`config.mk`:
```
export PLATFORM = sky130hd
export DESIGN_NAME = banda_ctrl
export DESIGN_NICKNAME = d
export VERILOG_FILES = /design/src/rtl/banda_pkg.sv /design/src/rtl/banda_rr_arb.sv /design/src/rtl/banda_ctrl.sv
export SDC_FILE = /design/constraint.sdc
export NUM_CORES = 1
export LEC_CHECK = 0
export CAP_MARGIN = 5
export CORE_UTILIZATION = 52
export CTS_CLUSTER_SIZE = 30
export DETAILED_ROUTE_END_ITERATION = 7
export PLACE_DENSITY = 0.84
export RECOVER_POWER = 50
export SLEW_MARGIN = 15
export SYNTH_ARGS = -nofsm -noshare
export SYNTH_HDL_FRONTEND = slang
export SYNTH_HIERARCHICAL = 1
export SYNTH_SLANG_ARGS = --single-unit
```
`constraint.sdc`:
```
create_clock -name clk -period 6 [get_ports clk]
set_clock_uncertainty 0.1 [all_clocks]
set_input_delay 0.9 -clock clk [delete_from_list [all_inputs] [get_ports clk]]
set_output_delay 0.9 -clock clk [all_outputs]
set_load 0.01 [all_outputs]
```
`src/rtl/banda_pkg.sv`:
```
// Shared constants and types for the banda assembly-line controller.
`timescale 1ns/1ps
package banda_pkg;

  localparam int unsigned BANDA_STAGES_DEFAULT = 3;

  typedef logic banda_tag_t;

  localparam banda_tag_t REQ0 = 1'b0;
  localparam banda_tag_t REQ1 = 1'b1;

endpackage

```
`src/rtl/banda_rr_arb.sv`:
```
// Two-way round-robin arbiter; the pointer favours the requester that lost last time.
`timescale 1ns/1ps
module banda_rr_arb
  import banda_pkg::*;
(
  input  logic       clk,
  input  logic       reset,
  input  logic [1:0] req,
  input  logic       enable,
  output logic [1:0] gnt
);

  banda_tag_t ptr;

  always_comb begin
    gnt = '0;
    if (enable && !reset) begin
      if (req == 2'b11) begin
        gnt = (ptr == REQ1) ? 2'b10 : 2'b01;
      end else begin
        gnt = req;
      end
    end
  end

  // Granting requester 0 hands priority to requester 1 and vice versa.
  always_ff @(posedge clk or posedge reset) begin
    if (reset) begin
      ptr <= REQ0;
    end else if (|gnt) begin
      ptr <= gnt[0];
    end
  end

endmodule

```
`src/rtl/banda_ctrl.sv`:
```
// Pipeline controller: admission arbiter, valid/tag shift chain with bubble collapse,
// occupancy tracking and per-requester completion counters.
`timescale 1ns/1ps
module banda_ctrl
  import banda_pkg::*;
#(
  parameter int unsigned STAGES = BANDA_STAGES_DEFAULT,
  parameter int unsigned CNT_W  = 8
) (
  input  logic                       clk,
  input  logic                       reset,
  input  logic [1:0]                 req,
  output logic [1:0]                 gnt,
  input  logic                       flush,
  output logic [STAGES-1:0]          en,
  output logic [STAGES-1:0]          stage_valid,
  output logic                       out_valid,
  output logic                       out_tag,
  input  logic                       out_ready,
  output logic [$clog2(STAGES+1)-1:0] occupancy,
  output logic [CNT_W-1:0]           done0,
  output logic [CNT_W-1:0]           done1
);

  localparam int unsigned OCC_W = $clog2(STAGES+1);

  logic [STAGES-1:0] v;
  logic [STAGES-1:0] tag;
  logic [STAGES-1:0] adv;
  logic              in_ready;
  logic              grant_any;
  logic              emit;
  logic [OCC_W-1:0]  occ_q;

  // A stage may load when it is empty or the stage downstream of it moves.
  always_comb begin
    adv = '0;
    adv[STAGES-1] = ~v[STAGES-1] | out_ready;
    for (int unsigned i = 1; i < STAGES; i++) begin
      adv[STAGES-1-i] = ~v[STAGES-1-i] | adv[STAGES-i];
    end
  end

  assign en          = adv;
  assign in_ready    = adv[0] & ~flush;
  assign grant_any   = |gnt;
  assign emit        = v[STAGES-1] & out_ready;
  assign stage_valid = v;
  assign out_valid   = v[STAGES-1];
  assign out_tag     = tag[STAGES-1];
  assign occupancy   = occ_q;

  banda_rr_arb u_arb (
    .clk    (clk),
    .reset  (reset),
    .req    (req),
    .enable (in_ready),
    .gnt    (gnt)
  );

  // Flush clears valids only; tags are left in place since nothing reads them unqualified.
  always_ff @(posedge clk or posedge reset) begin
    if (reset) begin
      v   <= '0;
      tag <= '0;
    end else if (flush) begin
      v <= '0;
    end else begin
      if (adv[0]) begin
        v[0]   <= grant_any;
        tag[0] <= gnt[1];
      end
      for (int unsigned k = 1; k < STAGES; k++) begin
        if (adv[k]) begin
          v[k]   <= v[k-1];
          tag[k] <= tag[k-1];
        end
      end
    end
  end

  always_ff @(posedge clk or posedge reset) begin
    if (reset) begin
      occ_q <= '0;
    end else if (flush) begin
      occ_q <= '0;
    end else if (grant_any && !emit) begin
      occ_q <= occ_q + OCC_W'(1);
    end else if (!grant_any && emit) begin
      occ_q <= occ_q - OCC_W'(1);
    end
  end

  // The last-stage item still counts as emitted in a flush cycle.
  always_ff @(posedge clk or posedge reset) begin
    if (reset) begin
      done0 <= '0;
      done1 <= '0;
    end else if (emit) begin
      if (tag[STAGES-1] == REQ1) begin
        if (done1 != '1) done1 <= done1 + CNT_W'(1);
      end else begin
        if (done0 != '1) done0 <= done0 + CNT_W'(1);
      end
    end
  end

endmodule

```
==> results.cfg <==
[placed_design]
hpwl_um = 1880
gp_congestion = 0.755
io_buffers = 33
dp.cells = 177

[yosys]
ys_seq_area_share_pct = 46.1
syn_nets = 128
synth.area.top_cells = dfrtp_1, mux2_1, xnor2_1
synth_cell_types = 38
synth_warnings = 6
synth_top_area_cell = dfrtp_1
avgSynthCellArea_sq_um = 11.3
synth_compound_area_share_pct = 9.12
synth-xor-area-share_pct = 5.62
ys_ff_latch = 25
syn_area_sq_um = 1360
yosys-mux-area-fraction_pct = 11.6
synth_fa_ha_area_share_pct = 1.84
synth_top_family_by_area = simple AND/OR/NAND/NOR gates
synth_top_area_share_pct = 46.1
synth-simple-area-share_pct = 20.6
synthCells = 120

[cts]
clk_latency_ps = 310
cts.sinks = 25
cts_buffer_depth = 2
ctsHoldBuffers = 0
post_cts_buffers = 0
numCtsBuffers = 3
h-tree-depth = 1
cts_tree = done
cts-resized-gates = 0
cts_root_buffer = clkbuf_4
clk_pin_slew_worst_paths_ps = 140

[sta]
timing.slew.headroom_pct = 39.1
period_minus_slack_ps = 4160
max_freq_mhz = 241
rsz0062_at_grt = false
period_share_pct = 69.3
hold_slack_ps = 410
final-max-slew-violation-count = 0
tightestPinTransition_ps = 912
hold_viol_final = 0
fin_tns_setup_ps = 0
setup_viol = 0

[status]
run_status = finished with violations
violations = DRC

[min_path]
hp-class = reg2reg
whs_endpoint = tag[1]$_DFFE_PP0P_
holdCritStartpoint = tag[0]$_DFFE_PP0P_
hold_path_depth = 1

[finish]
mostFrequentLayoutCell = clkdlybuf4s50_1
diodes = 0
post-route-util_pct = 67.8
mostFrequentLayoutCells = clkdlybuf4s50_1, dfrtp_1, mux2_1
fin_cells = 181
drive_gt1_share_pct = 5.30
fin_nets = 160
areaGrowthSynthToFinish_pct = 23.7

[worst_setup_path]
rr_worst_depth = 7
path_delay_family = buffers and inverters
cp.required_ps = 5000
slowest_delay_ps = 710
path_buf_inv = 2
endpoint_kind = output port
r2r_setup_slack_ps = 3500
critPathKind = in2out
timing.rr.start = stage_valid[2]$_DFFE_PP0P_
critPathSlowestCell = dlygate4sd3_1
cp-start-kind = input port
critPathMaxFanout = 9
critPathArrivalTime_ps = 3160
path_cells = dlygate4sd3_1 > nor2b_1 > a31oi_1 > and3b_1 > a21boi_2 > clkdlybuf4s50_1
reg2reg_to = occupancy[1]$_DFFE_PP0P_

[floorplan]
core_sq_um = 2480
rows = 18
die_x_um = 53.1
die_h_um = 53.1
ios = 34
dieArea_sq_um = 2820
initial_core_util_pct = 54.8

[pwr]
p_per_area_nw_per_um2 = 193
vdd_drop_max_mv = 0.155
leakage_nw = 0.755

[routing]
ant_nets = 0
drt_first_pass_iters = 6
vias = 988
drc = 1
drt_iter0_drc = 23
totalWireLength_um = 2440
routedWlPerCell_um = 13.5
vias_per_cell = 5.46

[global_route]
met3_usage_pct = 2.59
use_met2_pct = 31.2
grt_pass1_vias = 911
antenna_found_initial = 0
grtUsageMet1_pct = 26.1
track_usage_pct = 19.0
grt_pass1_wl_um = 3860
grt_overflow = 0
grt_max_degree = 25
top_usage_layer = met2

[run]
max_cap_viol_count = 0
==> area by class of cell <==
type                       instances  area [sq um]
fill                             204           798
multi-input combinational         84           639
sequential                        25           626
timing repair buffer              33           330
tap                               30          37.5
clock buffer                       3          22.5
inverter                           5          18.8
clock inverter                     1          5.00
==> cells in the mapped netlist, drive strengths merged <==
master,n
o2111ai,1
xnor2,6
and2,2
and3,3
nand4,5
ha,2
o41a,1
nor2b,3
nand3,4
inv,5
nand4b,1
a2bb2oi,1
a21oi,5
mux2,11
o21ai,4
buf,6
a21boi,1
nand2,7
a31oi,1
nand3b,2
or3b,1
xor3,1
nand2b,2
nor4,1
and3b,2
and4bb,1
o211ai,3
and4,1
nor2,7
dfrtp,25
nor3,2
mux2i,3
==> cell families after synthesis <==
logic type	Yosys count
buffers and inverters	11
AO/OA/AOI/OAI	17
AND/OR/NAND/NOR	44
adder cells (fa/ha/maj)	2
XOR/XNOR	7
multiplexers	14
flip-flops	25
==> how the worst max path moves through the flow <==
stage | startpoint | to | cells after the start
3_5_place_dp | out_ready | gnt[1] | 6
5_1_grt | out_ready | gnt[1] | 6
3_3_place_gp | out_ready | gnt[1] | 6
4_1_cts | out_ready | gnt[1] | 6
2_1_floorplan | out_ready | gnt[1] | 6
6_report | out_ready | gnt[1] | 6
==> flip-flops by register name, summed over array words and instances, names as in the netlist <==
signal	cells
done0	8
done1	8
occupancy	2
stage_valid	3
tag	3
u_arb/ptr	1
==> worst register-to-register path, delay by kind of cell, from the launching register on <==
family / cells / cell delay, ps
muxes: 2 / 530
AOI/OAI and AO/OA: 3 / 540
DFF: 1 / 540
and+or+nand+nor: 2 / 690
==> per-layer routing <==
metal / routed length, um / vias to the layer above
li1: - / 502
met1: 1120 / 467
met5: 0 / -
met2: 1230 / 17
met4: 15 / 0
met3: 76 / 2
==> where the power goes <==
part	total (mW)	switching (mW)	internal, mW
Combinational	0.0560	0.0227	0.0334
Sequential	0.193	0.0137	0.179
Clock	0.0746	0.0498	0.0249
Total	0.324	0.0861	0.238
==> through the flow <==
step	area, sq um	worst slack (ps)	total power, mW
after floorplan	1360	3160	0.226
after global placement	1680	2080	0.253
after detailed placement	1680	2010	0.255
after CTS	1700	2000	0.329
after global routing	1680	1750	0.340
final	1680	1840	0.324
No activity file was read; power rests on OpenSTA's default activity.
